[src/rtl/serial_frame_sequencer_if.sv]
// Handshake and bit-mux bundle for serial_frame_sequencer.
// master = sequencer side, slave = frame source / sink / mux side.
interface serial_frame_sequencer_if;
  logic         load_valid;
  logic         load_ready;
  logic [127:0] load_data;
  logic [127:0] mux_frame;
  logic [6:0]   mux_select;
  logic         mux_bit;
  logic         ser_valid;
  logic         ser_ready;
  logic         ser_data;
  logic         ser_last;
  logic         busy;

  modport master (
    input  load_valid, load_data, mux_bit, ser_ready,
    output load_ready, mux_frame, mux_select,
    output ser_valid, ser_data, ser_last, busy
  );

  modport slave (
    output load_valid, load_data, mux_bit, ser_ready,
    input  load_ready, mux_frame, mux_select,
    input  ser_valid, ser_data, ser_last, busy
  );
endinterface

[src/rtl/serial_frame_sequencer.sv]
// Serialises a latched frame through an external 128:1 bit mux,
// one bit per accepted handshake, with last-bit marking.
module serial_frame_sequencer #(
  parameter int LEN       = 128,
  parameter int MSB_FIRST = 0
) (
  input logic                       clock,
  input logic                       reset,
  serial_frame_sequencer_if.master  sif
);

  typedef enum logic [1:0] {
    IDLE,
    RUN,
    DRAIN
  } state_t;

  localparam logic [6:0] LAST_IDX = 7'(LEN - 1);
  localparam logic [7:0] LAST_CNT = 8'(LEN - 1);

  state_t       state;
  logic [127:0] frame;
  logic [6:0]   index;
  logic [7:0]   count;
  logic         sv;
  logic         sd;
  logic         sl;

  assign sif.mux_frame  = frame;
  assign sif.mux_select = (state == IDLE) ? 7'd0 : index;
  assign sif.load_ready = reset && (state == IDLE);
  assign sif.busy       = (state != IDLE);
  assign sif.ser_valid  = sv;
  assign sif.ser_data   = sd;
  assign sif.ser_last   = sl;

  always_ff @(posedge clock or negedge reset) begin
    if (!reset) begin
      state <= IDLE;
      frame <= '0;
      index <= '0;
      count <= '0;
      sv    <= 1'b0;
      sd    <= 1'b0;
      sl    <= 1'b0;
    end else begin
      unique case (state)
        IDLE: begin
          if (sif.load_valid) begin
            frame <= sif.load_data;
            index <= (MSB_FIRST != 0) ? LAST_IDX : 7'd0;
            count <= '0;
            state <= RUN;
          end
        end
        RUN: begin
          if (!sv || sif.ser_ready) begin
            sd    <= sif.mux_bit;
            sv    <= 1'b1;
            sl    <= (count == LAST_CNT);
            count <= count + 8'd1;
            // index parks on the final bit so it never leaves 0..LEN-1
            if (count == LAST_CNT) begin
              state <= DRAIN;
            end else if (MSB_FIRST != 0) begin
              index <= index - 7'd1;
            end else begin
              index <= index + 7'd1;
            end
          end
        end
        DRAIN: begin
          if (sif.ser_ready) begin
            sv    <= 1'b0;
            sl    <= 1'b0;
            state <= IDLE;
          end
        end
        default: state <= IDLE;
      endcase
    end
  end

endmodule

[src/flat_wrapper.sv]
// flat-port wrapper written by rule: the top's interface ports become plain ports
module serial_frame_sequencer_flat 
#(
  parameter int LEN       = 128,
  parameter int MSB_FIRST = 0
)
  (clock, reset, sif_load_valid, sif_load_data, sif_mux_bit, sif_ser_ready, sif_load_ready, sif_mux_frame, sif_mux_select, sif_ser_valid, sif_ser_data, sif_ser_last, sif_busy);
  serial_frame_sequencer_if sif_i ();
  input logic clock;
  input logic reset;
  input wire logic [$bits(sif_i.load_valid)-1:0] sif_load_valid;
  input wire logic [$bits(sif_i.load_data)-1:0] sif_load_data;
  input wire logic [$bits(sif_i.mux_bit)-1:0] sif_mux_bit;
  input wire logic [$bits(sif_i.ser_ready)-1:0] sif_ser_ready;
  output wire logic [$bits(sif_i.load_ready)-1:0] sif_load_ready;
  output wire logic [$bits(sif_i.mux_frame)-1:0] sif_mux_frame;
  output wire logic [$bits(sif_i.mux_select)-1:0] sif_mux_select;
  output wire logic [$bits(sif_i.ser_valid)-1:0] sif_ser_valid;
  output wire logic [$bits(sif_i.ser_data)-1:0] sif_ser_data;
  output wire logic [$bits(sif_i.ser_last)-1:0] sif_ser_last;
  output wire logic [$bits(sif_i.busy)-1:0] sif_busy;
  assign sif_i.load_valid = sif_load_valid;
  assign sif_i.load_data = sif_load_data;
  assign sif_i.mux_bit = sif_mux_bit;
  assign sif_i.ser_ready = sif_ser_ready;
  assign sif_load_ready = sif_i.load_ready;
  assign sif_mux_frame = sif_i.mux_frame;
  assign sif_mux_select = sif_i.mux_select;
  assign sif_ser_valid = sif_i.ser_valid;
  assign sif_ser_data = sif_i.ser_data;
  assign sif_ser_last = sif_i.ser_last;
  assign sif_busy = sif_i.busy;
  serial_frame_sequencer #(.LEN(LEN), .MSB_FIRST(MSB_FIRST)) u_core (.clock(clock), .reset(reset), .sif(sif_i));
endmodule
[config.mk]
export PLATFORM = sky130hd
export DESIGN_NAME = serial_frame_sequencer_flat
export DESIGN_NICKNAME = d
export VERILOG_FILES = /design/src/rtl/serial_frame_sequencer_if.sv /design/src/rtl/serial_frame_sequencer.sv /design/src/flat_wrapper.sv
export SDC_FILE = /design/constraint.sdc
export NUM_CORES = 1
export LEC_CHECK = 0
export BUFFER_PORTS_ARGS = -buffer_cell sky130_fd_sc_hd__buf_2
export CAP_MARGIN = 20
export CORE_ASPECT_RATIO = 1.1
export CORE_UTILIZATION = 52
export CTS_BUF_LIST = sky130_fd_sc_hd__clkbuf_4
export CTS_CLUSTER_SIZE = 30
export DETAILED_ROUTE_END_ITERATION = 12
export HOLD_SLACK_MARGIN = 0.08
export PLACE_DENSITY = 0.85
export RECOVER_POWER = 50
export SLEW_MARGIN = 20
export SYNTH_ARGS = -nofsm -noshare
export SYNTH_HDL_FRONTEND = slang
export SYNTH_SLANG_ARGS = --single-unit
[constraint.sdc]
create_clock -name clock -period 2.55 [get_ports clock]
set_input_delay 0.1275 -clock clock [delete_from_list [all_inputs] [get_ports clock]]
set_output_delay 0.1275 -clock clock [all_outputs]
set_load 0.02 [all_outputs]
==> run_results.csv, run 1 <==
group,metric,value,unit
place,gp_congestion,0.847,
synth,ys_dominant_reg_cell,"dfrtp_1",
critical_path,crit_path_end_kind,"output port",
global_routing,antenna_found_initial,1,
power,ir_drop,0.357,mV
synth,syn_avg_cell_area,8.96,um^2
cts,clock_latency,0.54,ns
timing,clock_skew,0.0192,ns
synth,syn_area,5890,um^2
critical_path,worstSetupStartpointType,"register",
critical_path,critical_path_buf_inv_count,1,
critical_path,path_class,"register to output port",
finish,final_nets,1188,
global_routing,grt_use_total,0.377,
timing,hold_viol_final,0,
timing,period_share,0.839,
timing,tightest_slew,1.60,ns
route,drtIter0Drc,426,
cts,cts_resized,0,
die,die_x,103,um
cts,clockBufferDepth,2,
critical_path,ff2ff_path_depth,5,
route,drc,0,
critical_path,slowest_stage,"nor2_1",
finish,drive_gt1_frac,0.229,
cts,clk_pin_slew_worst_paths,0.12,ns
global_routing,grt-ovfl-total,0,
die,core,11000,um^2
timing,clock.fmax,467,MHz
place,dp_hpwl,10.4,mm
route,wl_per_cell,17.8,um
synth,syn_nets,792,
critical_path,cp_max_fo,13,
outcome,violations,"max-capacitance violations, max-slew violations",
global_routing,grt_max_degree,135,
min_path,hold_class,"input pin to register",
flow_run,maxCapViolations,2,
synth,yosys_warnings,0,
timing,setup_tns,0,ns
cts,cts-buffers-inserted,17,
timing,rsz0062_at_grt,"false",
min_path,hold_depth,4,
finish,postLayoutCoreUtil,0.812,
timing,min_period,2.14,ns
synth,synth-async-reset-ratio,1.00,
power,p_leak,4.79,nW
die,die_y,114,um
power,finalPower,6.51,mW
die,start_util,0.537,
finish,mostFrequentLayoutCell,"nand2_1",
critical_path,cp.arrival,2.01,ns
die,ioPinCount,273,
critical_path,path_cells,"nor2_1, and2_1, buf_2",
synth,synth_seq_area_share,0.629,
critical_path,cp_top_family,"simple AND/OR/NAND/NOR gates",
cts,cts_tree,"done",
finish,final_cells,1215,
die,rows,40,
route,vias,6464,
route,vias_per_cell,5.32,
die,die_area,11700,um^2
cts,cts.sinks,148,
outcome,outcome,"finished with violations",
finish,syn_to_final_growth,51.2,%
synth,synth_edf_count,0,
route,drt_first_pass_iters,5,
synth,synth_cell_types,35,
finish,fillers,628,
timing,whs,0.314,ns
place,placedCellCount,1048,
power,pwr_density_cell,732,nW/um^2
timing,finalSetupViolations,0,
cts,hold_buffers,133,
global_routing,grt_pass1_vias,6408,
route,drt_wl_total,21.7,mm
critical_path,cp.depth,3,
place,io_buffer_count,272,
cts,post-cts-setup-buffer-count,0,
synth,ys_seq_elements,148,
synth,syn_inst,657,
timing,finalMaxSlewViolations,61,
finish,layout_common_cells,"391 x nand2_1, 202 x buf_2, 148 x dfrtp_1, 132 x dlygate4sd3_1, 72 x clkbuf_1",
cts,root_buffer,"clkbuf_4",
critical_path,cp.required,2.42,ns
route,route.antenna.remaining_nets,0,
cts,cts-htree-levels,4,
critical_path,slowest_delay,0.58,ns
global_routing,grt_pass1_wl,32.6,mm
timing,relSlewSlack,-0.0698,
-- final timing paths --
kind	from	end	slack, ns
setup / recovery	u_core.state[0]	sif_load_ready	0.41
hold reg to reg	u_core.sif.mux_frame[15]	u_core.sif.mux_frame[15]	0.48
hold / removal	sif_load_data[7]	u_core.sif.mux_frame[7]	0.31
max in group asynchronous	reset	u_core.sif.mux_frame[69]	0.73
setup reg to reg	u_core.state[0]	u_core.sif.mux_frame[41]	0.44
min in group asynchronous	reset	u_core.sif.mux_frame[80]	0.78
-- logic make-up (layout without fill, tap and decap cells) --
family	Yosys count	after routing	synth area share
simple gates	439	439	0.298
xor+xnor	5	5	0.00744
fa+ha+maj	2	2	0.00425
other cells	0	2	0
mux	1	1	0.00191
compound gates	27	27	0.0306
flops	148	148	0.629
buf+inv	35	444	0.0289
-- tightest hold or removal path, stage by stage --
cell and delay [ns]:
dlygate4sd3_1 0.52, buf_2 0.09, nand2_1 0.04, nand2_1 0.04
-- cell usage after synthesis (all sizes together), types with 2 or more instances --
cell / count / share of area
nand2: 392 / 0.25
dfrtp: 148 / 0.63
buf: 24 / 0.022
clkbuf: 10 / 0.0064
nor2: 10 / 0.0064
o31ai: 10 / 0.013
nor2b: 7 / 0.0074
nand2b: 6 / 0.0064
nand3: 6 / 0.0051
a21oi: 5 / 0.0049
o21ai: 5 / 0.0043
a31oi: 3 / 0.0032
and2: 3 / 0.0032
and3: 3 / 0.0032
nand4: 3 / 0.0032
xor2: 3 / 0.0045
ha: 2 / 0.0043
nor3: 2 / 0.0017
xnor2: 2 / 0.0030
-- metal layers --
layer | vias up | GRT usage | wire length, um
met5 | - | 0 | 13
met4 | 2 | 0.253 | 1450
met2 | 454 | 0.600 | 10300
li1 | 2829 | - | -
met1 | 3045 | 0.412 | 7560
met3 | 134 | 0.150 | 2350
-- power by group --
| group | leakage (nW) | internal (mW) | switching, mW |
|---|---|---|---|
| clock | 0.167 | 0.799 | 0.846 |
| sequential | 1.85 | 2.76 | 0.327 |
| combinational | 2.77 | 0.638 | 1.14 |
| total | 4.79 | 4.20 | 2.31 |
-- area by class of cell --
| type | instances | area, um^2 | share of cell area |
|---|---|---|---|
| diodes | 2 | 5.00 | 0.000562 |
| clock buffers | 19 | 143 | 0.0160 |
| clock inverters | 13 | 183 | 0.0205 |
| inverters | 1 | 3.75 | 0.000422 |
| multi-input cells | 474 | 2030 | 0.228 |
| flip-flops and latches | 148 | 3700 | 0.416 |
| well taps | 147 | 184 | 0.0207 |
| repair buffers | 411 | 2650 | 0.298 |
-- registers in the layout, summed over array words and instances (netlist names) --
signal,flops
u_core.sif.mux_frame,128
u_core.count,8
u_core.index,7
u_core.state,2
u_core.sif.ser_data,1
u_core.sif.ser_last,1
u_core.sif.ser_valid,1
-- through the flow --
stage	cell area, um^2	worst slack (ns)
2_1_floorplan	5890	1.04
3_3_place_gp	7350	0.712
3_5_place_dp	7350	0.627
4_1_cts	9020	0.405
5_1_grt	8890	0.154
6_report	8900	0.411
(Power assumes the default switching activity.)
==> inputs of run 2 (changes only) <==
--- a/config.mk
+++ b/config.mk
@@ -8,12 +8,12 @@
 export BUFFER_PORTS_ARGS = -buffer_cell sky130_fd_sc_hd__buf_2
 export CAP_MARGIN = 20
 export CORE_ASPECT_RATIO = 1.1
-export CORE_UTILIZATION = 52
+export CORE_UTILIZATION = 48
 export CTS_BUF_LIST = sky130_fd_sc_hd__clkbuf_4
 export CTS_CLUSTER_SIZE = 30
 export DETAILED_ROUTE_END_ITERATION = 12
 export HOLD_SLACK_MARGIN = 0.08
-export PLACE_DENSITY = 0.85
+export PLACE_DENSITY = 0.79
 export RECOVER_POWER = 50
 export SLEW_MARGIN = 20
 export SYNTH_ARGS = -nofsm -noshare
==> constraint.sdc (replaced) <==
create_clock -name clock -period 2.1 [get_ports clock]
set_input_delay 0.105 -clock clock [delete_from_list [all_inputs] [get_ports clock]]
set_output_delay 0.105 -clock clock [all_outputs]
set_load 0.02 [all_outputs]
==> run 2 against run 1 <==
Compared with the run above: the flow now finishes without violations; non-clock buffer count grew 3; cell count grew 0.66%; clock skew grew 0.0031 ns; register-to-register slack lost 0.12 ns; hold slack lost 0.028 ns; global-route usage shrank 7.3 points.
==> run_results.csv, run 2 (synthesis results as in run 1) <==
group,metric,value,unit
power,ir_drop,0.569,mV
finish,fillers,797,
timing,setup_tns,0,ns
critical_path,cp_top_family,"buffers and inverters",
global_routing,grt_max_degree,135,
critical_path,crit_top_cell,"dlygate4sd3_1",
route,route.antenna.remaining_nets,0,
cts,cts.sinks,148,
cts,cts_tree,"done",
cts,clockBufferDepth,2,
global_routing,grt_use_total,0.304,
place,place_area,7400,um^2
power,p_leak,4.79,nW
finish,mostFrequentLayoutCell,"nand2_1",
route,vias_per_cell,5.02,
critical_path,cp.required,2.00,ns
place,io_buffer_count,272,
timing,period_share,0.929,
cts,clk_pin_slew_worst_paths,0.14,ns
place,pre_cts_ws,0.383,ns
timing,clock.fmax,513,MHz
critical_path,r2r_slack,0.32,ns
cts,clock_latency,0.53,ns
critical_path,worstSetupStartpointType,"input pin",
place,dp_hpwl,10.1,mm
timing,finalSetupViolations,0,
global_routing,grt_pass1_wl,29.5,mm
cts,root_buffer,"clkbuf_4",
power,p_comb_frac,0.276,
power,finalPower,7.53,mW
timing,rsz0062_at_grt,"false",
power,pwr_density_cell,846,nW/um^2
critical_path,cp_max_fo,4,
critical_path,path_class,"input pin to output port",
critical_path,critical_path_buf_inv_count,4,
route,vias,6137,
route,drtIter0Drc,401,
finish,syn_to_final_growth,51.3,%
timing,fin_ws,0.150,ns
timing,finalMaxSlewViolations,0,
die,rows,42,
outcome,outcome,"finished clean",
critical_path,path_cells,"dlygate4sd3_1, dlygate4sd3_1, clkbuf_1, and2_1, buf_2",
power,cell_internal_pwr,4.84,mW
flow_run,maxCapViolations,0,
min_path,hold_class,"input pin to register",
route,wl_per_cell,15.6,um
die,start_util,0.491,
global_routing,antenna_found_initial,2,
power,swShare,0.357,
timing,tightest_slew,1.02,ns
critical_path,crit_path_end_kind,"output port",
route,drt_first_pass_iters,5,
finish,drive_gt1_frac,0.231,
die,ioPinCount,273,
timing,min_period,1.95,ns
cts,post-cts-setup-buffer-count,0,
critical_path,slowest_stage,"dlygate4sd3_1",
timing,clock_skew,0.0223,ns
timing,relSlewSlack,0.321,
timing,hold_viol_final,0,
die,die_x,108,um
route,drt_wl_total,19.0,mm
route,drc,0,
finish,layout_common_cells,"391 x nand2_1, 202 x buf_2, 148 x dfrtp_1, 133 x dlygate4sd3_1, 70 x clkbuf_1",
global_routing,grt-ovfl-total,0,
cts,cts-htree-levels,4,
critical_path,cp.arrival,1.84,ns
die,die_area,12700,um^2
cts,cts-buffers-inserted,17,
power,switchingPower,2.69,mW
power,seq_power_share,0.494,
finish,largest_reg_flops,128,
die,die_y,118,um
global_routing,grt_pass1_vias,6084,
die,core,12000,um^2
critical_path,slowest_delay,0.56,ns
finish,final_nets,1191,
place,gp_congestion,0.788,
power,power_frac_clock,0.230,
finish,fin_area,8910,um^2
run 2: cell types whose count changed in the layout (fill, tap and decap cells not counted), moves of 2 or more:
cell and change:
clkinvlp_4 +2, clkbuf_2 +2, clkbuf_4 -2, clkbuf_1 -2, buf_12 +2, bufinv_16 -2
run 2: area by class of cell:
type | instances | area [um^2] | area share
Timing Repair Buffer | 414 | 2710 | 0.304
Clock buffer | 18 | 135 | 0.0152
Inverter | 1 | 3.75 | 0.000421
Sequential cell | 148 | 3700 | 0.416
Clock inverter | 12 | 133 | 0.0149
Antenna cell | 2 | 5.00 | 0.000562
Multi-Input combinational cell | 474 | 2030 | 0.228
Tap cell | 154 | 193 | 0.0216
run 2: power by group through the flow:
| stage | Sequential [mW] | Combinational (mW) | Clock [mW] |
|---|---|---|---|
| 2_1_floorplan | 4.23 | 0.564 | 0 |
| 3_3_place_gp | 3.72 | 1.85 | 0 |
| 3_5_place_dp | 3.73 | 1.89 | 0 |
| 4_1_cts | 3.69 | 2.10 | 1.77 |
| 5_1_grt | 3.78 | 2.24 | 1.90 |
| 6_report | 3.72 | 2.08 | 1.73 |
run 2: through the flow:
| step | cells | util | hold WS [ns] |
|---|---|---|---|
| 2_1_floorplan | 657 | - | -0.191 |
| 3_3_place_gp | 1057 | 0.618 | 0.00742 |
| 3_5_place_dp | 1057 | 0.618 | 0.00692 |
| 4_1_cts | 1221 | 0.753 | 0.233 |
| 5_1_grt | 1223 | 0.743 | 0.241 |
| 6_report | 1223 | 0.743 | 0.285 |
run 2: tightest hold or removal path, stage by stage:
cell and delay (ns):
dlygate4sd3_1 0.51, buf_2 0.10, nand2_1 0.04, nand2_1 0.05
run 2: final timing paths:
| kind | from | cells past startpoint | endpoint |
|---|---|---|---|
| min | sif_load_data[37] | 4 | u_core.sif.mux_frame[37] |
| max reg2reg | u_core.state[0] | 4 | u_core.sif.mux_frame[13] |
| max | reset | 5 | sif_load_ready |
| min in group asynchronous | reset | 4 | u_core.index[3] |
| min reg2reg | u_core.sif.mux_frame[106] | 2 | u_core.sif.mux_frame[106] |
| max in group asynchronous | reset | 4 | u_core.sif.mux_frame[43] |
run 2: per-layer routing:
| layer | up-vias | part of all wire | wire (um) | GRT usage |
|---|---|---|---|---|
| li1 | 2833 | - | - | - |
| met1 | 2913 | 0.38 | 7270 | 0.352 |
| met2 | 309 | 0.51 | 9680 | 0.519 |
| met3 | 82 | 0.064 | 1220 | 0.0712 |
| met4 | 0 | 0.045 | 853 | 0.162 |
| met5 | - | 0 | 0 | 0 |
run 2: repair_timing:
item                                   in CTS  in global routing
hold buffers                              134                  0
setup endpoints to repair                   0                  1
gates resized for setup                     0                  1
endpoints found under the hold margin     281                  0
==> inputs of run 3 (changes only) <==
==> constraint.sdc (replaced) <==
create_clock -name clock -period 2 [get_ports clock]
set_input_delay 0.1 -clock clock [delete_from_list [all_inputs] [get_ports clock]]
set_output_delay 0.1 -clock clock [all_outputs]
set_load 0.02 [all_outputs]
==> run 3 against run 2 <==
Compared with the run above: via count grew 0.41%; power grew 5.4%; clock skew shrank 0.0072 ns; clock power grew 6%; critical path depth shrank 1; largest power group unchanged; highest routed layer unchanged.
==> run_results.csv, run 3 (synthesis results as in run 1) <==
group,metric,value,unit
cts,cts.sinks,148,
timing,finalMaxSlewViolations,0,
flow_run,maxCapViolations,0,
critical_path,r2r-start,"u_core.state[1]",
critical_path,r2r_slack,0.28,ns
critical_path,crit_path_end_kind,"output port",
die,die_area,12700,um^2
critical_path,cp.arrival,1.75,ns
critical_path,cp_max_fo,9,
route,drtIter0Drc,477,
global_routing,antenna_found_initial,0,
die,core,12000,um^2
timing,fin_ws,0.146,ns
cts,root_buffer,"clkbuf_4",
die,die_y,118,um
timing,period_share,0.927,
finish,syn_to_final_growth,51.3,%
min_path,hold_class,"input pin to register",
route,drc,0,
timing,clock.fmax,539,MHz
outcome,outcome,"finished clean",
die,start_util,0.491,
finish,antenna_cells,0,
cts,clock_latency,0.56,ns
timing,rsz0062_at_grt,"false",
route,drt_first_pass_iters,5,
place,dp_hpwl,10.3,mm
critical_path,ff2ff_path_depth,4,
finish,final_nets,1191,
die,ioPinCount,273,
critical_path,worstSetupStartpointType,"register",
global_routing,grt_max_degree,135,
power,p_leak,4.80,nW
place,io_buffer_count,272,
critical_path,setup.worst_path.start,"u_core.state[1]",
die,die_x,108,um
route,route.antenna.remaining_nets,0,
route,drt_wl_total,19.3,mm
timing,clock_skew,0.0151,ns
cts,cts-htree-levels,4,
finish,drive_gt1_frac,0.236,
route,vias,6162,
timing,min_period,1.85,ns
finish,largest_reg_flops,128,
critical_path,regToRegEndpoint,"u_core.index[5]",
timing,setup_tns,0,ns
cts,cts_tree,"done",
cts,cts-buffers-inserted,17,
timing,relSlewSlack,0.268,
timing,tightest_slew,1.10,ns
critical_path,path_class,"register to output port",
global_routing,grt_use_total,0.312,
global_routing,grt_pass1_vias,6184,
cts,clockBufferDepth,2,
finish,mostFrequentLayoutCell,"nand2_1",
global_routing,grt_pass1_wl,30.2,mm
die,rows,42,
place,gp_congestion,0.805,
finish,layout_common_cells,"391 x nand2_1, 202 x buf_2, 147 x dfrtp_1, 133 x dlygate4sd3_1, 69 x clkbuf_1",
timing,finalSetupViolations,0,
power,pwr_density_cell,892,nW/um^2
global_routing,grt-ovfl-total,0,
place,pre_cts_ws,0.270,ns
power,ir_drop,0.605,mV
critical_path,endpoint,"sif_load_ready",
power,finalPower,7.94,mW
route,vias_per_cell,5.04,
timing,hold_viol_final,0,
route,wl_per_cell,15.8,um
cts,clk_pin_slew_worst_paths,0.12,ns
critical_path,cp.required,1.90,ns
[run 3: cell types whose count changed in the layout (fill, tap and decap cells not counted), sizes merged]
cell      change
clkinvlp      -1
inv           -1
diode         -2
clkinv        +4
[run 3: metrics by stage]
step                instance area, um^2  hold WS [ns]   util  instances
detailed placement                 7390        0.0140  0.617       1057
global placement                   7390        0.0151  0.617       1057
floorplan                          5890        -0.196      -        657
global route                       8900         0.236  0.743       1223
CTS                                9010         0.213  0.752       1223
finish                             8900         0.265  0.743       1223
[run 3: layout make-up]
class	instances	area, um^2
tap	154	193
sequential	148	3700
clock inverter	14	138
multi-input combinational	474	2030
clock buffer	18	135
inverter	1	3.75
timing repair buffer	414	2700
fill	828	3080
[run 3: critical path, cell delays in order, from the launching register on]
cell and delay (ns):
dfrtp_1 0.51, nor2_2 0.22, buf_4 0.18, and2_1 0.14, buf_2 0.16
[run 3: power breakdown]
group          switching, mW  internal, mW
registers              0.381          3.52
clock network           1.09         0.744
logic                   1.38         0.818
[run 3: worst min-delay path by stage]
stage          depth (start not counted)                   endpoint  slack [ns]               start
3_3_place_gp                           1            u_core.count[2]        0.02               reset
5_1_grt                                4   u_core.sif.mux_frame[26]        0.24   sif_load_data[26]
2_1_floorplan                          0            u_core.count[0]       -0.20               reset
6_report                               4  u_core.sif.mux_frame[110]        0.26  sif_load_data[110]
3_5_place_dp                           1            u_core.count[2]        0.01               reset
4_1_cts                                4  u_core.sif.mux_frame[118]        0.21  sif_load_data[118]
[run 3: per-layer routing]
metal | track usage | share of wire | routed length, um | up-vias
met1 | 0.351 | 0.37 | 7210 | 2929
met5 | 0 | 0 | 0 | -
met3 | 0.0877 | 0.076 | 1460 | 77
met2 | 0.531 | 0.51 | 9770 | 314
li1 | - | - | - | 2842
met4 | 0.170 | 0.044 | 845 | 0
[run 3: what timing repair did]
item,4_1_cts,5_1_grt
hold buffers,134,0
resized for setup,0,2
hold endpoints to repair,281,0
setup endpoints to repair,0,6
setup buffers,0,0
